File: src/rtl/clock_crossing_hold_reg.sv
// -----------------------------------------------------------------------------
// clock_crossing_hold_reg
//
// Source-side half of a 4-phase (level) req/ack clock-domain crossing.
// A word accepted on the valid/ready enqueue port is captured into a hold
// register and presented on io_cross_data. While it is held there, a level
// request is raised towards the destination domain. The destination's level
// acknowledge is brought into this domain through a SYNC_STAGES-deep
// synchroniser before the FSM looks at it. After the acknowledge rises and
// falls again, the block returns to idle and can accept the next word.
//
// Ports
//   clock          in   1        sole clock, all flops on posedge
//   reset          in   1        synchronous, active-high
//   io_enq_valid   in   1        word offered on io_enq_bits
//   io_enq_ready   out  1        block can accept a word this cycle
//   io_enq_bits    in   WIDTH    word to transfer
//   io_cross_data  out  WIDTH    held word, registered, to destination domain
//   io_cross_req   out  1        registered level request to destination
//   io_cross_ack   in   1        asynchronous level ack from destination
//   io_busy        out  1        handshake in progress (not idle)
//   io_count       out  COUNT_W  completed transfers, wraps silently
// -----------------------------------------------------------------------------
module clock_crossing_hold_reg #(
  parameter int unsigned      WIDTH       = 15,
  parameter int unsigned      SYNC_STAGES = 2,
  parameter logic [WIDTH-1:0] RESET_VALUE = {WIDTH{1'b0}},
  parameter int unsigned      COUNT_W     = 8
) (
  input  logic               clock,
  input  logic               reset,
  input  logic               io_enq_valid,
  output logic               io_enq_ready,
  input  logic [WIDTH-1:0]   io_enq_bits,
  output logic [WIDTH-1:0]   io_cross_data,
  output logic               io_cross_req,
  input  logic               io_cross_ack,
  output logic               io_busy,
  output logic [COUNT_W-1:0] io_count
);

  typedef enum logic [1:0] {
    ST_IDLE = 2'd0,
    ST_REQ  = 2'd1,
    ST_REL  = 2'd2
  } state_t;

  state_t                 r_state;
  logic [SYNC_STAGES-1:0] r_sync;
  logic [WIDTH-1:0]       r_data;
  logic                   r_req;
  logic                   r_busy;
  logic [COUNT_W-1:0]     r_count;

  logic w_ack_s;
  logic w_enq_ready;
  logic w_fire;

  // Only the last synchroniser flop is trusted; the raw ack never reaches logic.
  assign w_ack_s = r_sync[SYNC_STAGES-1];

  // Synchroniser chain for the asynchronous destination acknowledge.
  always_ff @(posedge clock) begin
    if (reset) begin
      r_sync <= {SYNC_STAGES{1'b0}};
    end else begin
      r_sync <= {r_sync[SYNC_STAGES-2:0], io_cross_ack};
    end
  end

  // Ready only when idle and the previous ack has been seen low, so a stale
  // ack left over from before a reset can never overlap a fresh request.
  always_comb begin
    w_enq_ready = 1'b0;
    if (r_state == ST_IDLE) begin
      w_enq_ready = ~w_ack_s;
    end else begin
      w_enq_ready = 1'b0;
    end
  end

  assign w_fire = io_enq_valid & w_enq_ready;

  // Handshake FSM with registered req/busy decode, hold register and counter.
  always_ff @(posedge clock) begin
    if (reset) begin
      r_state <= ST_IDLE;
      r_req   <= 1'b0;
      r_busy  <= 1'b0;
      r_data  <= RESET_VALUE;
      r_count <= {COUNT_W{1'b0}};
    end else begin
      case (r_state)
        ST_IDLE: begin
          // The hold register is written on this edge only, so the word is
          // already stable when req rises on the same edge.
          if (w_fire) begin
            r_data  <= io_enq_bits;
            r_state <= ST_REQ;
            r_req   <= 1'b1;
            r_busy  <= 1'b1;
          end
        end
        ST_REQ: begin
          // Destination has taken the word: drop req and count the transfer.
          if (w_ack_s) begin
            r_state <= ST_REL;
            r_req   <= 1'b0;
            r_count <= r_count + COUNT_W'(1'b1);
          end
        end
        ST_REL: begin
          // Wait for the ack to be released before accepting another word.
          if (!w_ack_s) begin
            r_state <= ST_IDLE;
            r_busy  <= 1'b0;
          end
        end
        default: begin
          r_state <= ST_IDLE;
          r_req   <= 1'b0;
          r_busy  <= 1'b0;
        end
      endcase
    end
  end

  assign io_enq_ready  = w_enq_ready;
  assign io_cross_data = r_data;
  assign io_cross_req  = r_req;
  assign io_busy       = r_busy;
  assign io_count      = r_count;

endmodule

File: config.mk
export PLATFORM = sky130hd
export DESIGN_NAME = clock_crossing_hold_reg
export DESIGN_NICKNAME = d
export VERILOG_FILES = /design/src/rtl/clock_crossing_hold_reg.sv
export SDC_FILE = /design/constraint.sdc
export NUM_CORES = 1
export LEC_CHECK = 0
export ABC_CLOCK_PERIOD_IN_PS = 2200
export BUFFER_PORTS_ARGS = -buffer_cell sky130_fd_sc_hd__buf_2
export CAP_MARGIN = 10
export CORE_ASPECT_RATIO = 1.2
export CORE_MARGIN = 4
export CORE_UTILIZATION = 45
export DETAILED_ROUTE_END_ITERATION = 8
export HOLD_SLACK_MARGIN = 0.02
export PLACE_DENSITY = 0.86
export SETUP_SLACK_MARGIN = 0.02
export SLEW_MARGIN = 20
export SYNTH_ARGS = -nofsm -noshare
export SYNTH_HDL_FRONTEND = slang
export SYNTH_SLANG_ARGS = --single-unit
File: constraint.sdc
create_clock -name clock -period 2.2 [get_ports clock]
set_clock_uncertainty 0.2 [all_clocks]
set_input_delay 0.33 -clock clock [delete_from_list [all_inputs] [get_ports clock]]
set_output_delay 0.33 -clock clock [all_outputs]
set_load 0.05 [all_outputs]
==> out/results.ini <==
[worst_setup_path]
start_kind = flop
cp.required_ns = 1.67
worstSetupPathType = flop to output pin
critical_path.max_fanout = 9
reg2reg_depth = 3
cp-end-kind = output pin
worst-endpoint-arrival_ns = 1.31

[clocking]
post_cts_buffers = 0
cts.htree.levels = 2
worstSkewPairLatency_ns = 0.33
cts_num_sinks = 29
cts_tree = yes
clk_pin_slew_ns = 0.09
cts_buffers = 5
root_buffer = clkbuf_4
clockBufferDepth = 2

[synthesis]
yosysTopAreaCell = dfxtp_1
ys_ff_latch = 29
synth_area_um2 = 1160
syn_nets = 150
syn_inst = 130
synth_seq_area_share_pct = 49.9
avgSynthCellArea_um2 = 8.95
synthTopCellsByArea = dfxtp_1 (50%), nand2_1 (10%), a21oi_1 (8.6%)
ys_types = 30
synth_top_area_share_pct = 49.9
ys_warn_count = 0

[layout]
diodes = 0
layout.nets = 195
drive_above_1_share_pct = 32.4
syn2layout_area_growth_pct = 24.6
finalInstanceArea_um2 = 1450
utilization_pct = 61.0

[grt]
met1_usage_pct = 16.8
track_usage_pct = 17.6
met2_usage_pct = 29.9
use_met3_pct = 8.02
grt_pass1_vias = 1004
grt_max_degree = 31
grt.overflow.total = 0
antenna_found_initial = 0
grt_pass1_wl_mm = 4.24
busiest_layer = met2

[floorplanning]
coreArea_um2 = 2380
die_h_um = 63.7
rows = 19
die_area_um2 = 3470
start_util_pct = 48.9
die_w_um = 54.4
io_pins = 45

[timing]
rsz0062_at_grt = false
fin_tns_setup_ns = 0
setup_viol = 0
fin_crit_ns = 1.84
worst_pin_slew_ns = 0.534
slew_headroom_pct = 64.4
hold_violations = 0
finalCritPeriodShare_pct = 83.5
finalMaxSlewViolations = 0
fmax_mhz = 544

[routing]
detail_route.wl_per_cell_um = 13.5
drc = 0
wirelength_mm = 2.79
dr.pass1.iters = 4
drtIter0Drc = 23
via_per_inst = 5.08
num_vias = 1052
postRouteAntennaNets = 0

[power_and_ir_drop]
leakage_nw = 0.671
p_sw_uw = 331
p_seq_share_pct = 50.7
intPower_uw = 787
power.share.combinational_pct = 16.6
peakVddDrop_mv = 0.561
p_sw_share_pct = 29.6
p_per_area_nw_per_um2 = 771
pwr-share-clk_pct = 32.7

[hold_path]
min_delay_path_depth = 3
min_path_type = primary input to flop

[outcome]
outcome = complete, no violations

[placed_design]
port_buffers = 44
dpl_cell_area_um2 = 1360
gp_congestion = 0.741
hpwl_mm = 2.03

[run]
drv_cap = 0

==> cell usage after synthesis <==
cell,number
or4b_4,1
nand4b_1,1
buf_8,1
o21ai_1,3
xnor2_1,2
nor4b_4,1
xor2_1,1
nand3_1,1
ha_1,1
mux2i_1,1
or3_1,2
mux2_1,1
nor2_1,6
nand2_1,32
nor3_1,1
a21oi_1,20
buf_6,3
dfxtp_1,29
a21oi_2,1
nand3b_4,1
inv_1,3
nand4_1,1
o21ai_0,1
o31ai_1,2
clkbuf_1,3
nor3b_1,1
nor4_1,2
nor2b_1,4
or4_1,2
buf_2,2
==> cells by family after synthesis <==
family	count (synthesis)	synth area share (%)
simple gates	56	25.6
flops	29	49.9
compound gates	27	12.4
buf+inv	12	6.99
xor+xnor	3	2.26
mux	2	1.83
fa+ha+maj	1	1.08
==> routing by layer <==
layer | vias to the layer above | routed length (µm)
met4 | 0 | 64
met2 | 38 | 1480
met5 | - | 0
met1 | 481 | 1060
met3 | 8 | 195
li1 | 525 | -
==> layout make-up <==
class,count,area [µm²]
inverters,3,11.3
multi-input cells,89,502
flip-flops and latches,29,581
repair buffers,47,248
clock buffers,7,65.1
clock inverters,1,5.00
fillers,218,927
well taps,31,38.8
==> critical path, stage by stage, from the launching register on <==
cell and delay [ns]:
dfxtp_1 0.44, nor3_1 0.25, buf_2 0.30
==> flip-flops by register name, summed over array words and instances (netlist names) <==
register       cells
io_busy            1
io_count           8
io_cross_data     15
io_cross_req       1
r_state            2
r_sync             2
==> timing repair <==
item                                   in CTS  in global routing
hold buffers                                1                  1
gates resized for setup                     0                  0
endpoints found under the hold margin       1                  1
==> per-stage QoR <==
stage,hold WS [ns],setup WS (ns),power [mW],instances
after floorplan,0.214,0.158,0.720,130
after global placement,0.225,0.553,0.753,197
after detailed placement,0.228,0.452,0.762,197
after CTS,0.0233,0.353,1.12,206
after global routing,0.0234,0.277,1.17,207
final,0.0359,0.363,1.12,207
==> layout by cell type (no fill, tap or decap), types with 2 or more instances in the layout <==
cell / netlist / layout
nor2_1: 6 / 6
or4_1: 2 / 2
o31ai_1: 2 / 2
o21ai_1: 3 / 3
inv_1: 3 / 3
nand2_1: 32 / 32
a21oi_1: 20 / 20
or3_1: 2 / 2
dfxtp_1: 29 / 29
buf_2: 2 / 44
xnor2_1: 2 / 2
nor4_1: 2 / 2
nor2b_1: 4 / 4
clkbuf_4: 0 / 5
clkbuf_8: 0 / 2
dlygate4sd3_1: 0 / 2
==> path summary, 6_finish.rpt <==
kind                                 from                        endpoint  slack [ns]
setup / recovery  r_state[0]$_SDFFE_PP0P_                    io_enq_ready        0.36
hold / removal            io_enq_bits[13]  io_cross_data[13]$_SDFFE_PP0P_        0.04
setup reg to reg  r_state[0]$_SDFFE_PP0P_        io_count[7]$_SDFFE_PP0P_        0.48
hold reg to reg      r_sync[0]$_SDFF_PP0_            r_sync[1]$_SDFF_PP0_        0.25
==> power by group through the flow <==
stage	Combinational (mW)	Clock [mW]	Sequential (mW)
final	0.185	0.366	0.567
after global routing	0.197	0.404	0.570
after CTS	0.185	0.372	0.566
after detailed placement	0.183	0	0.579
after global placement	0.177	0	0.576
after floorplan	0.0778	0	0.642
No activity file was read; power rests on OpenSTA's default activity.
